File: src/rtl/fxp_zoom_arbiter.sv
// -----------------------------------------------------------------------------
// fxp_zoom_arbiter
//   Shares one fixed-point format converter (comb_FixedPointZoom) between
//   NREQ valid/ready requesters. A round-robin arbiter picks one requester per
//   accepting cycle. Its sample is converted from WII.WIF to WOI.WOF and
//   registered together with the requester id and the overflow indications.
//   Sticky per-requester overflow flags are kept for status readback.
//
// Optional build macro: FXP_ZOOM_ARB_SATCNT_EN adds sat_cnt, which holds one
//   saturating 16-bit overflow-event counter per requester.
//
// Ports:
//   clk, rst         rising-edge clock, synchronous active-high reset
//   req_valid/ready  per-requester handshake (req_ready is one-hot or zero)
//   req_data         packed samples, requester i at [i*(WII+WIF) +: WII+WIF]
//   out_valid/ready  output handshake
//   out_data         converted sample (WOI+WOF bits)
//   out_id           requester that produced out_data
//   out_upflow/out_downflow  converter overflow indications for out_data
//   flag_clr         clears the sticky flags (and counters when present)
//   flag_up/flag_down sticky overflow flags per requester
//   sat_cnt          (macro only) per-requester overflow event counters
// -----------------------------------------------------------------------------

// Combinational fixed-point format converter WII.WIF -> WOI.WOF.
// Fraction first (zero-extend, or truncate with optional round-half-up), then
// the integer part (sign-extend, or narrow with saturate/wrap and overflow flags).
module comb_FixedPointZoom #(
    parameter int WII   = 8,
    parameter int WIF   = 8,
    parameter int WOI   = 8,
    parameter int WOF   = 8,
    parameter int ROOF  = 1,
    parameter int ROUND = 1
) (
    input  logic [WII+WIF-1:0] in,
    output logic [WOI+WOF-1:0] out,
    output logic               upflow,
    output logic               downflow
);
    localparam int WM = WII + WOF;   // intermediate: input integer, output fraction
    localparam int WO = WOI + WOF;

    logic [WM-1:0] mid_s;

    if (WOF == WIF) begin : g_frac_same
        assign mid_s = in;
    end else if (WOF > WIF) begin : g_frac_ext
        assign mid_s = {in, {(WOF-WIF){1'b0}}};
    end else begin : g_frac_cut
        localparam int SH = WIF - WOF;
        logic [WM-1:0] trunc_s;
        logic          rnd_s;
        assign trunc_s = in[WII+WIF-1:SH];
        // The rounding carry is dropped only at the largest positive input,
        // where it would otherwise wrap the intermediate value negative.
        if (ROUND != 0) begin : g_rnd
            assign rnd_s = in[SH-1] & (trunc_s != {1'b0, {(WM-1){1'b1}}});
        end else begin : g_nornd
            assign rnd_s = 1'b0;
        end
        assign mid_s = trunc_s + {{(WM-1){1'b0}}, rnd_s};
    end

    if (WOI >= WII) begin : g_int_ext
        if (WOI == WII) begin : g_same
            assign out = mid_s;
        end else begin : g_sext
            assign out = {{(WOI-WII){mid_s[WM-1]}}, mid_s};
        end
        assign upflow   = 1'b0;
        assign downflow = 1'b0;
    end else begin : g_int_cut
        // The value fits when every dropped integer bit equals the new sign bit.
        logic [WM-WO:0] top_s;
        logic           fits_s;
        assign top_s    = mid_s[WM-1:WO-1];
        assign fits_s   = (top_s == {(WM-WO+1){1'b0}}) | (top_s == {(WM-WO+1){1'b1}});
        assign upflow   = ~fits_s & ~mid_s[WM-1];
        assign downflow = ~fits_s &  mid_s[WM-1];
        if (ROOF != 0) begin : g_sat
            assign out = upflow   ? {1'b0, {(WO-1){1'b1}}} :
                         downflow ? {1'b1, {(WO-1){1'b0}}} : mid_s[WO-1:0];
        end else begin : g_wrap
            assign out = mid_s[WO-1:0];
        end
    end
endmodule

module fxp_zoom_arbiter #(
    parameter int NREQ  = 4,
    parameter int WII   = 8,
    parameter int WIF   = 8,
    parameter int WOI   = 8,
    parameter int WOF   = 8,
    parameter int ROOF  = 1,
    parameter int ROUND = 1,
    localparam int IDW  = (NREQ > 1) ? $clog2(NREQ) : 1,
    localparam int DW   = WII + WIF,
    localparam int WO   = WOI + WOF
) (
    input  logic                 clk,
    input  logic                 rst,
    input  logic [NREQ-1:0]      req_valid,
    input  logic [NREQ*DW-1:0]   req_data,
    output logic [NREQ-1:0]      req_ready,
    output logic                 out_valid,
    input  logic                 out_ready,
    output logic [WO-1:0]        out_data,
    output logic [IDW-1:0]       out_id,
    output logic                 out_upflow,
    output logic                 out_downflow,
    input  logic                 flag_clr,
    output logic [NREQ-1:0]      flag_up,
    output logic [NREQ-1:0]      flag_down
`ifdef FXP_ZOOM_ARB_SATCNT_EN
    ,
    output logic [NREQ*16-1:0]   sat_cnt
`endif
);
    typedef enum logic {ST_EMPTY = 1'b0, ST_FULL = 1'b1} state_t;

    state_t          state_r, state_nx_s;
    logic [IDW-1:0]  ptr_r;
    logic [WO-1:0]   out_data_r;
    logic [IDW-1:0]  out_id_r;
    logic            out_up_r, out_down_r;
    logic [NREQ-1:0] flag_up_r, flag_down_r;

    logic            load_s, found_s, xfer_s;
    logic [IDW-1:0]  gnt_id_s, ptr_nx_s;
    logic [NREQ-1:0] grant_s;
    logic [DW-1:0]   conv_in_s;
    logic [WO-1:0]   conv_out_s;
    logic            conv_up_s, conv_down_s;
    logic [IDW-1:0]  cand_s   [NREQ];
    logic [DW-1:0]   req_word_s [NREQ];

    // Search order ptr, ptr+1, ... and the unpacked request words.
    for (genvar k = 0; k < NREQ; k++) begin : g_cand
        assign cand_s[k]     = IDW'((int'(ptr_r) + k) % NREQ);
        assign req_word_s[k] = req_data[k*DW +: DW];
    end

    assign load_s = (state_r == ST_EMPTY) | out_ready;

    // Round-robin search: first valid requester starting at the pointer.
    always_comb begin
        found_s  = 1'b0;
        gnt_id_s = '0;
        for (int k = 0; k < NREQ; k++) begin
            gnt_id_s = (!found_s && req_valid[cand_s[k]]) ? cand_s[k] : gnt_id_s;
            found_s  = found_s | req_valid[cand_s[k]];
        end
    end

    // One-hot grant, suppressed when the output register cannot load or in reset.
    always_comb begin
        grant_s = '0;
        if (found_s && load_s && !rst) begin
            grant_s[gnt_id_s] = 1'b1;
        end else begin
            grant_s = '0;
        end
    end

    assign req_ready = grant_s;
    assign xfer_s    = |grant_s;
    assign conv_in_s = req_word_s[gnt_id_s];
    assign ptr_nx_s  = (gnt_id_s == IDW'(NREQ - 1)) ? '0 : gnt_id_s + IDW'(1);

    comb_FixedPointZoom #(
        .WII(WII), .WIF(WIF), .WOI(WOI), .WOF(WOF), .ROOF(ROOF), .ROUND(ROUND)
    ) u_zoom (
        .in       (conv_in_s),
        .out      (conv_out_s),
        .upflow   (conv_up_s),
        .downflow (conv_down_s)
    );

    // Output register occupancy: EMPTY/FULL next-state logic.
    always_comb begin
        state_nx_s = state_r;
        case (state_r)
            ST_EMPTY: state_nx_s = xfer_s ? ST_FULL : ST_EMPTY;
            ST_FULL: begin
                if (xfer_s) begin
                    state_nx_s = ST_FULL;
                end else if (out_ready) begin
                    state_nx_s = ST_EMPTY;
                end else begin
                    state_nx_s = ST_FULL;
                end
            end
            default: state_nx_s = ST_EMPTY;
        endcase
    end

    // State register and round-robin pointer.
    always_ff @(posedge clk) begin
        if (rst) begin
            state_r <= ST_EMPTY;
            ptr_r   <= '0;
        end else begin
            state_r <= state_nx_s;
            if (xfer_s) begin
                ptr_r <= ptr_nx_s;
            end
        end
    end

    // Output payload register: loads only on a transfer, holds otherwise.
    always_ff @(posedge clk) begin
        if (rst) begin
            out_data_r <= '0;
            out_id_r   <= '0;
            out_up_r   <= 1'b0;
            out_down_r <= 1'b0;
        end else if (xfer_s) begin
            out_data_r <= conv_out_s;
            out_id_r   <= gnt_id_s;
            out_up_r   <= conv_up_s;
            out_down_r <= conv_down_s;
        end
    end

    // Sticky flags: a set in the same cycle as a clear survives.
    always_ff @(posedge clk) begin
        if (rst) begin
            flag_up_r   <= '0;
            flag_down_r <= '0;
        end else begin
            flag_up_r   <= (flag_clr ? '0 : flag_up_r)   | (grant_s & {NREQ{conv_up_s}});
            flag_down_r <= (flag_clr ? '0 : flag_down_r) | (grant_s & {NREQ{conv_down_s}});
        end
    end

    assign out_valid    = (state_r == ST_FULL);
    assign out_data     = out_data_r;
    assign out_id       = out_id_r;
    assign out_upflow   = out_up_r;
    assign out_downflow = out_down_r;
    assign flag_up      = flag_up_r;
    assign flag_down    = flag_down_r;

`ifdef FXP_ZOOM_ARB_SATCNT_EN
    for (genvar i = 0; i < NREQ; i++) begin : g_cnt
        logic [15:0] cnt_r;
        logic        inc_s;
        assign inc_s = grant_s[i] & (conv_up_s | conv_down_s);

        // Saturating event counter; an increment beats a simultaneous clear.
        always_ff @(posedge clk) begin
            if (rst) begin
                cnt_r <= 16'h0000;
            end else if (inc_s) begin
                if (flag_clr) begin
                    cnt_r <= 16'h0001;
                end else if (cnt_r != 16'hFFFF) begin
                    cnt_r <= cnt_r + 16'h0001;
                end
            end else if (flag_clr) begin
                cnt_r <= 16'h0000;
            end
        end
        assign sat_cnt[i*16 +: 16] = cnt_r;
    end
`endif
endmodule
File: config.mk
export PLATFORM = sky130hd
export DESIGN_NAME = fxp_zoom_arbiter
export DESIGN_NICKNAME = d
export VERILOG_FILES = /design/src/rtl/fxp_zoom_arbiter.sv
export SDC_FILE = /design/constraint.sdc
export NUM_CORES = 1
export LEC_CHECK = 0
export BUFFER_PORTS_ARGS = -buffer_cell sky130_fd_sc_hd__buf_2
export CAP_MARGIN = 20
export CORE_ASPECT_RATIO = 2
export CORE_MARGIN = 4
export CORE_UTILIZATION = 38
export DETAILED_ROUTE_END_ITERATION = 10
export PLACE_DENSITY_LB_ADDON = 0.3
export SYNTH_ARGS = -nofsm -noshare
export SYNTH_HDL_FRONTEND = slang
export SYNTH_SLANG_ARGS = --single-unit
File: constraint.sdc
create_clock -name clk -period 2.48 [get_ports clk]
set_input_delay 0.248 -clock clk [delete_from_list [all_inputs] [get_ports clk]]
set_output_delay 0.248 -clock clk [all_outputs]
set_load 0.005 [all_outputs]
== Yosys cells after proc, flatten, opt, wreduce, memory -nomap -nowiden ==
Index checks and enable logic that the tools add are counted.
Word-level totals
  register bits: 21
  latch bits: 0
  bits in writable memories: 0
  memory bits (read-only): 0
  bits of input ports: 72
  memories kept: 0
Operators by class
  add/subtract/negate cells: 4
  $mul: 0
  div/mod/pow operators: 0
  order comparisons: 7
  equal/unequal tests: 1
  shifts and indexed selects: 0
  mux-type cells: 23
  bitwise logic cells: 6
  reduce and logical (&&, ||, !) cells: 11
Operator list (number)
  16-bit binary-select mux with 2-bit select: 1
  16-bit 2-to-1 mux: 2
  2-bit by 3-bit < comparator with 1-bit output (second input constant): 5
  2-bit 2-to-1 mux: 5
  1-bit binary-select mux with 2-bit select: 4
  1-bit 2-to-1 mux: 8
  1-bit logical AND: 6
  2-bit by 1-bit adder with 2-bit output (second input constant): 2
  2-bit adder (second input constant): 2
  1-bit logical NOT: 4
  4-bit 2-to-1 mux: 1
  1-bit OR: 4
  4-bit OR reduction: 1
  3-bit >= comparator (second input constant): 1
  2-bit inverter with 3-bit output: 1
  1-bit demux with 2-bit select: 1
  2-bit == test (second input constant): 1
  2-bit by 1-bit >= comparator with 1-bit output (second input constant): 1
  1-bit one-hot mux with 2 select lines: 1
  1-bit inverter: 1

== Depth between registers and ports, before layout ==
  depth in word-level cells: 16
  mapped depth: 11
  mapped depth without buffers: 9

== Hierarchy ==
Synthesis repeated with hierarchy kept, for this count alone.
Second synthesis, totals
  cell total of the unflattened synthesis: 194
  area, all modules: 1925.6 um2
By module, submodules not included
  fxp_zoom_arbiter: instances 1, cells each 175, area each 1786.7 um2, seq. area each 620.6 um2
  comb_FixedPointZoom: instances 1, cells each 19, area each 138.9 um2, seq. area each 0.0 um2

== Worst setup path after synthesis ==
OpenSTA, ideal clock, no wires.
  path kind: register -> register
  start point: register ptr_r[1]
  end point: register ptr_r[1]
  arrival time: 2209 ps
  required time: 2357 ps
  setup slack: 148 ps
  cell stages (with the launch flop): 11
  period minus slack after synthesis: 2332 ps
  cell sequence: dfxtp_1 > a21oi_1 > o21a_1 > o22ai_4 > inv_4 > buf_4 > ha_1 > o21a_1 > o21ai_1 > buf_6 > mux2_1
Between the ends
  word-level cells in the longest chain between the ends: 14
  elaborated cells between the ends (all ways): 36
  those cells by class: add/sub (4); order compare (2); eq/ne (1); mux (16); bitwise (3); reduce/logical (10)
RTL lines
  from (decl): RTL line 124  | logic [IDW-1:0] ptr_r;
  from (signal assigned): RTL line 207  | ptr_r <= ptr_nx_s;
  2-bit by 1-bit adder with 2-bit output: RTL line 141  | assign cand_s[k] = IDW'((int'(ptr_r) + k) % NREQ);
  1-bit binary-select mux with 2-bit select: RTL line 152, 153
  1-bit 2-to-1 mux (implied by the code): RTL line 152, 153
  1-bit OR: RTL line 153  | found_s = found_s | req_valid[cand_s[k]];
  1-bit logical NOT / 1-bit OR (equally long branches): RTL line 152, 153
  1-bit logical AND / 1-bit logical NOT (equally long branches): RTL line 152  | gnt_id_s = (!found_s && req_valid[cand_s[k]]) ? cand_s[k] : gnt_id_s;
  2-bit 2-to-1 mux / 1-bit logical AND (equally long branches): RTL line 152
  2-bit 2-to-1 mux: RTL line 152
  2-bit by 3-bit < comparator with 1-bit output (implied by the code) / 2-bit by 1-bit >= comparator with 1-bit output (equally long branches): RTL line 161  | grant_s[gnt_id_s] = 1'b1;
  1-bit logical AND (implied by the code): RTL line 161
  1-bit 2-to-1 mux (implied by the code): RTL line 161
  1-bit demux with 2-bit select: RTL line 161
  4-bit 2-to-1 mux: RTL line 160  | if (found_s && load_s && !rst) begin
  4-bit OR reduction: RTL line 168  | assign xfer_s = |grant_s;
Parallel ways exist; a longest one is shown, timed or not. The select of a mux whose other input is x is not followed.
A chain may end at the register's enable or synchronous reset.

== Worst setup path in the final report ==
  start point: register ptr_r[1]
  end point: register out_data_r[1] (netlist: out_data[1])
Between the ends
  word-level cells in the longest chain between the ends: 14
  elaborated cells between the ends (all ways): 37
  those cells by class: add/sub (3); order compare (2); mux (18); bitwise (4); reduce/logical (10)
RTL lines
  2-bit by 1-bit adder with 2-bit output: RTL line 141
  1-bit binary-select mux with 2-bit select: RTL line 152, 153
  1-bit 2-to-1 mux (implied by the code): RTL line 152, 153
  1-bit OR: RTL line 153
  1-bit logical NOT / 1-bit OR (equally long branches): RTL line 152, 153
  1-bit logical AND / 1-bit logical NOT (equally long branches): RTL line 152
  2-bit 2-to-1 mux / 1-bit logical AND (equally long branches): RTL line 152
  2-bit 2-to-1 mux: RTL line 152
  2-bit by 3-bit < comparator with 1-bit output (implied by the code) / 2-bit by 1-bit >= comparator with 1-bit output (equally long branches): RTL line 161
  1-bit logical AND (implied by the code): RTL line 161
  1-bit 2-to-1 mux (implied by the code): RTL line 161
  1-bit demux with 2-bit select: RTL line 161
  4-bit 2-to-1 mux: RTL line 160
  4-bit OR reduction: RTL line 168
  to (signal assigned): RTL line 220  | out_data_r <= conv_out_s;
  to (decl): RTL line 125  | logic [WO-1:0] out_data_r;
Parallel ways exist; a longest one is shown, timed or not. The select of a mux whose other input is x is not followed.

==> run metrics <==
Netlist cell types=28; Routed WL=3930 um; Yosys reg bits=21; Die Span Y=98.5 um; drt pass-1 iters=3; Least-Margin Pin Slew=roughly 530 ps; Die Width=53.3 um; Boundary Pins=105; cell count after synthesis=160; Post-route DRC=0; setup TNS=0 ps; Post-synth ARST share=0%; hold depth=3; CTS H-tree depth=1; fin cells=302; Fillers=between 400 and 500; HP Class=input port to flop; Final nets=325; Mean Syn Cell Area=9.74 sq um; # diodes=0; initial detailed-routing violation count=13; aggregate global-route resource usage=15.1%; final setup fails=0; Final Hold Fails=0; RR Startpoint=ptr_r[1]; DR WL/cell=between 10 and 15 um; worst reg-to-reg path cell count=9; PD cells=around 560 mW/mm^2; slew margin rel.=64.6%; most common cell after layout, fill and taps aside=buf_2; Main synth FF type=dfxtp_1; maximum operating frequency=451 MHz; Critical Path RT=2660 ps; Die ar.=0.00525 sq mm; largest net degree at the start of global routing=34; status=complete, no violations; startpoint types=flop; footprint of the multi-input gates=0.00102 sq mm; Mapped Area=0.00156 sq mm; Worst VDD drop=a little under 0.4 mV; global-route wire length before repair=6090 um; synth top area cells=mux2i_1, dfxtp_1, nand2b_1; starting density of the core=39.7%; endpoint class of the critical path=flop; top cell type's share of synthesized area=around a third; layout cells sized above 1=45.0%; TritonCTS clock tree=yes; number of global-route vias before repair=1456; crit path DAT=around 2400 ps; Worst Skew=8.35 ps; Cells after DPL=298; Clk Tree Root Cell=clkbuf_8; Post-synth EDFFs=0; Clk pin slew, worst setup/hold paths=70 ps; Worst R2R Setup Slack=260 ps; Crit. Startpoint=ptr_r[1]; crit path kind=flop to flop; initial antenna violation count=0; number of port buffers=93; total gr overflow=0; Worst Hold Launch=out_ready; commonest cells after routing, fill and taps aside=buf_2, mux2i_1, dfxtp_1; Synth area leader=mux2i_1; LEAKAGE=1.07 nW; final setup margin=264 ps; Syn-to-layout area delta=32.8%; cts repair resizes=0; Seq/Total Area, Yosys=27.0%; register area=approximately 420 sq um; Crit Path Max Fanout=9; min Tclk post-route=2220 ps; CTS buffer count=3; # hold bufs at CTS=0; Max Slew Vio Count=0; Vias per Instance=4.75; post-DP HPWL=3140 um; dpl ws=256 ps; synthesis warning total=0; CTS max path bufs=2; clock tree sinks=21; period utilisation layout=89.4%; Core ar.=0.00392 sq mm; total number of vias=1435; gp weighted congestion=0.701; Worst Hold Path EP=out_valid; number of placement rows=32; Max-cap violations=0; RSZ-0062 raised after global routing=false; Worst R2R End=out_data[1]; Routed Antenna Nets=0; worst-skew pair later-pin latency=260 ps; Post-CTS Repair Setup Buffers=0
[synth_stat cells, types with 3 or more instances]
cell type	number
buf_4	13
nand2_1	5
nor2_1	6
a21oi_1	5
inv_1	3
mux2_1	9
mux2_2	8
nand2b_1	17
dfxtp_1	21
mux2i_1	49
[registers in the layout, summed over array words and instances (netlist names)]
register   flops
out_data      16
out_id         2
out_valid      1
ptr_r          2
[power by group]
part | total [mW] | leakage [nW] | internal (mW) | switching (mW)
Sequential | 0.442 | 0.174 | 0.406 | 0.0361
Combinational | 0.488 | 0.871 | 0.262 | 0.225
Clock | 0.221 | 0.0255 | 0.112 | 0.109
Total | 1.15 | 1.07 | 0.780 | 0.370
[layer usage]
metal  wire, um  part of all wire [%]  up-vias  GRT usage, %
met2       2350                    60       47          30.6
li1           -                     -      722             -
met4         61                   1.6        0          5.51
met3        245                   6.2        4          2.27
met1       1270                    32      662          13.6
met5          0                     0        -             0
[through the flow]
stage / hold slack [ps] / cell area [sq um] / utilization (%) / total power, mW
finish: 286 / 2070 / 52.7 / 1.15
global route: 327 / 2070 / 52.7 / 1.23
CTS: 275 / 2070 / 52.7 / 1.17
detailed placement: 447 / 2020 / 51.5 / 0.946
global placement: 448 / 2020 / 51.5 / 0.938
floorplan: 432 / 1590 / - / 0.782
[logic make-up (layout without fill, tap and decap cells)]
logic type,after synthesis,in the layout,share of synthesized area (%)
multiplexers,66,66,43.8
AND/OR/NAND/NOR,36,36,12.6
buffers and inverters,23,105,9.96
flip-flops,21,21,27.0
AO/OA/AOI/OAI,12,12,5.62
adder cells (fa/ha/maj),1,1,0.803
other,1,10,0.241
[layout make-up]
| class | count | share of cell area [%] |
|---|---|---|
| clock buffer | 3 | 2.00 |
| inverter | 4 | 0.847 |
| clock inverter | 1 | 0.242 |
| timing repair buffer | 97 | 24.0 |
| sequential | 21 | 20.3 |
| tap | 51 | 3.09 |
| multi-input combinational | 125 | 49.5 |
[worst max-delay path, stage by stage, from the launching register on]
cell and delay [ps]:
dfxtp_1 490, mux2i_1 220, nor2_1 70, nor3_2 190
inv_1 110, ha_1 240, o21a_1 200, o21ai_2 180
buf_4 230, mux2i_1 200
[worst max path at each step]
stage,slack (ps),end
after CTS,230,out_data[1]
final,260,out_data[1]
after detailed placement,260,out_data[5]
after global placement,310,out_data[2]
after global routing,50,out_data[1]
after floorplan,150,ptr_r[1]
Note: power is estimated with default switching activity, not from simulation.
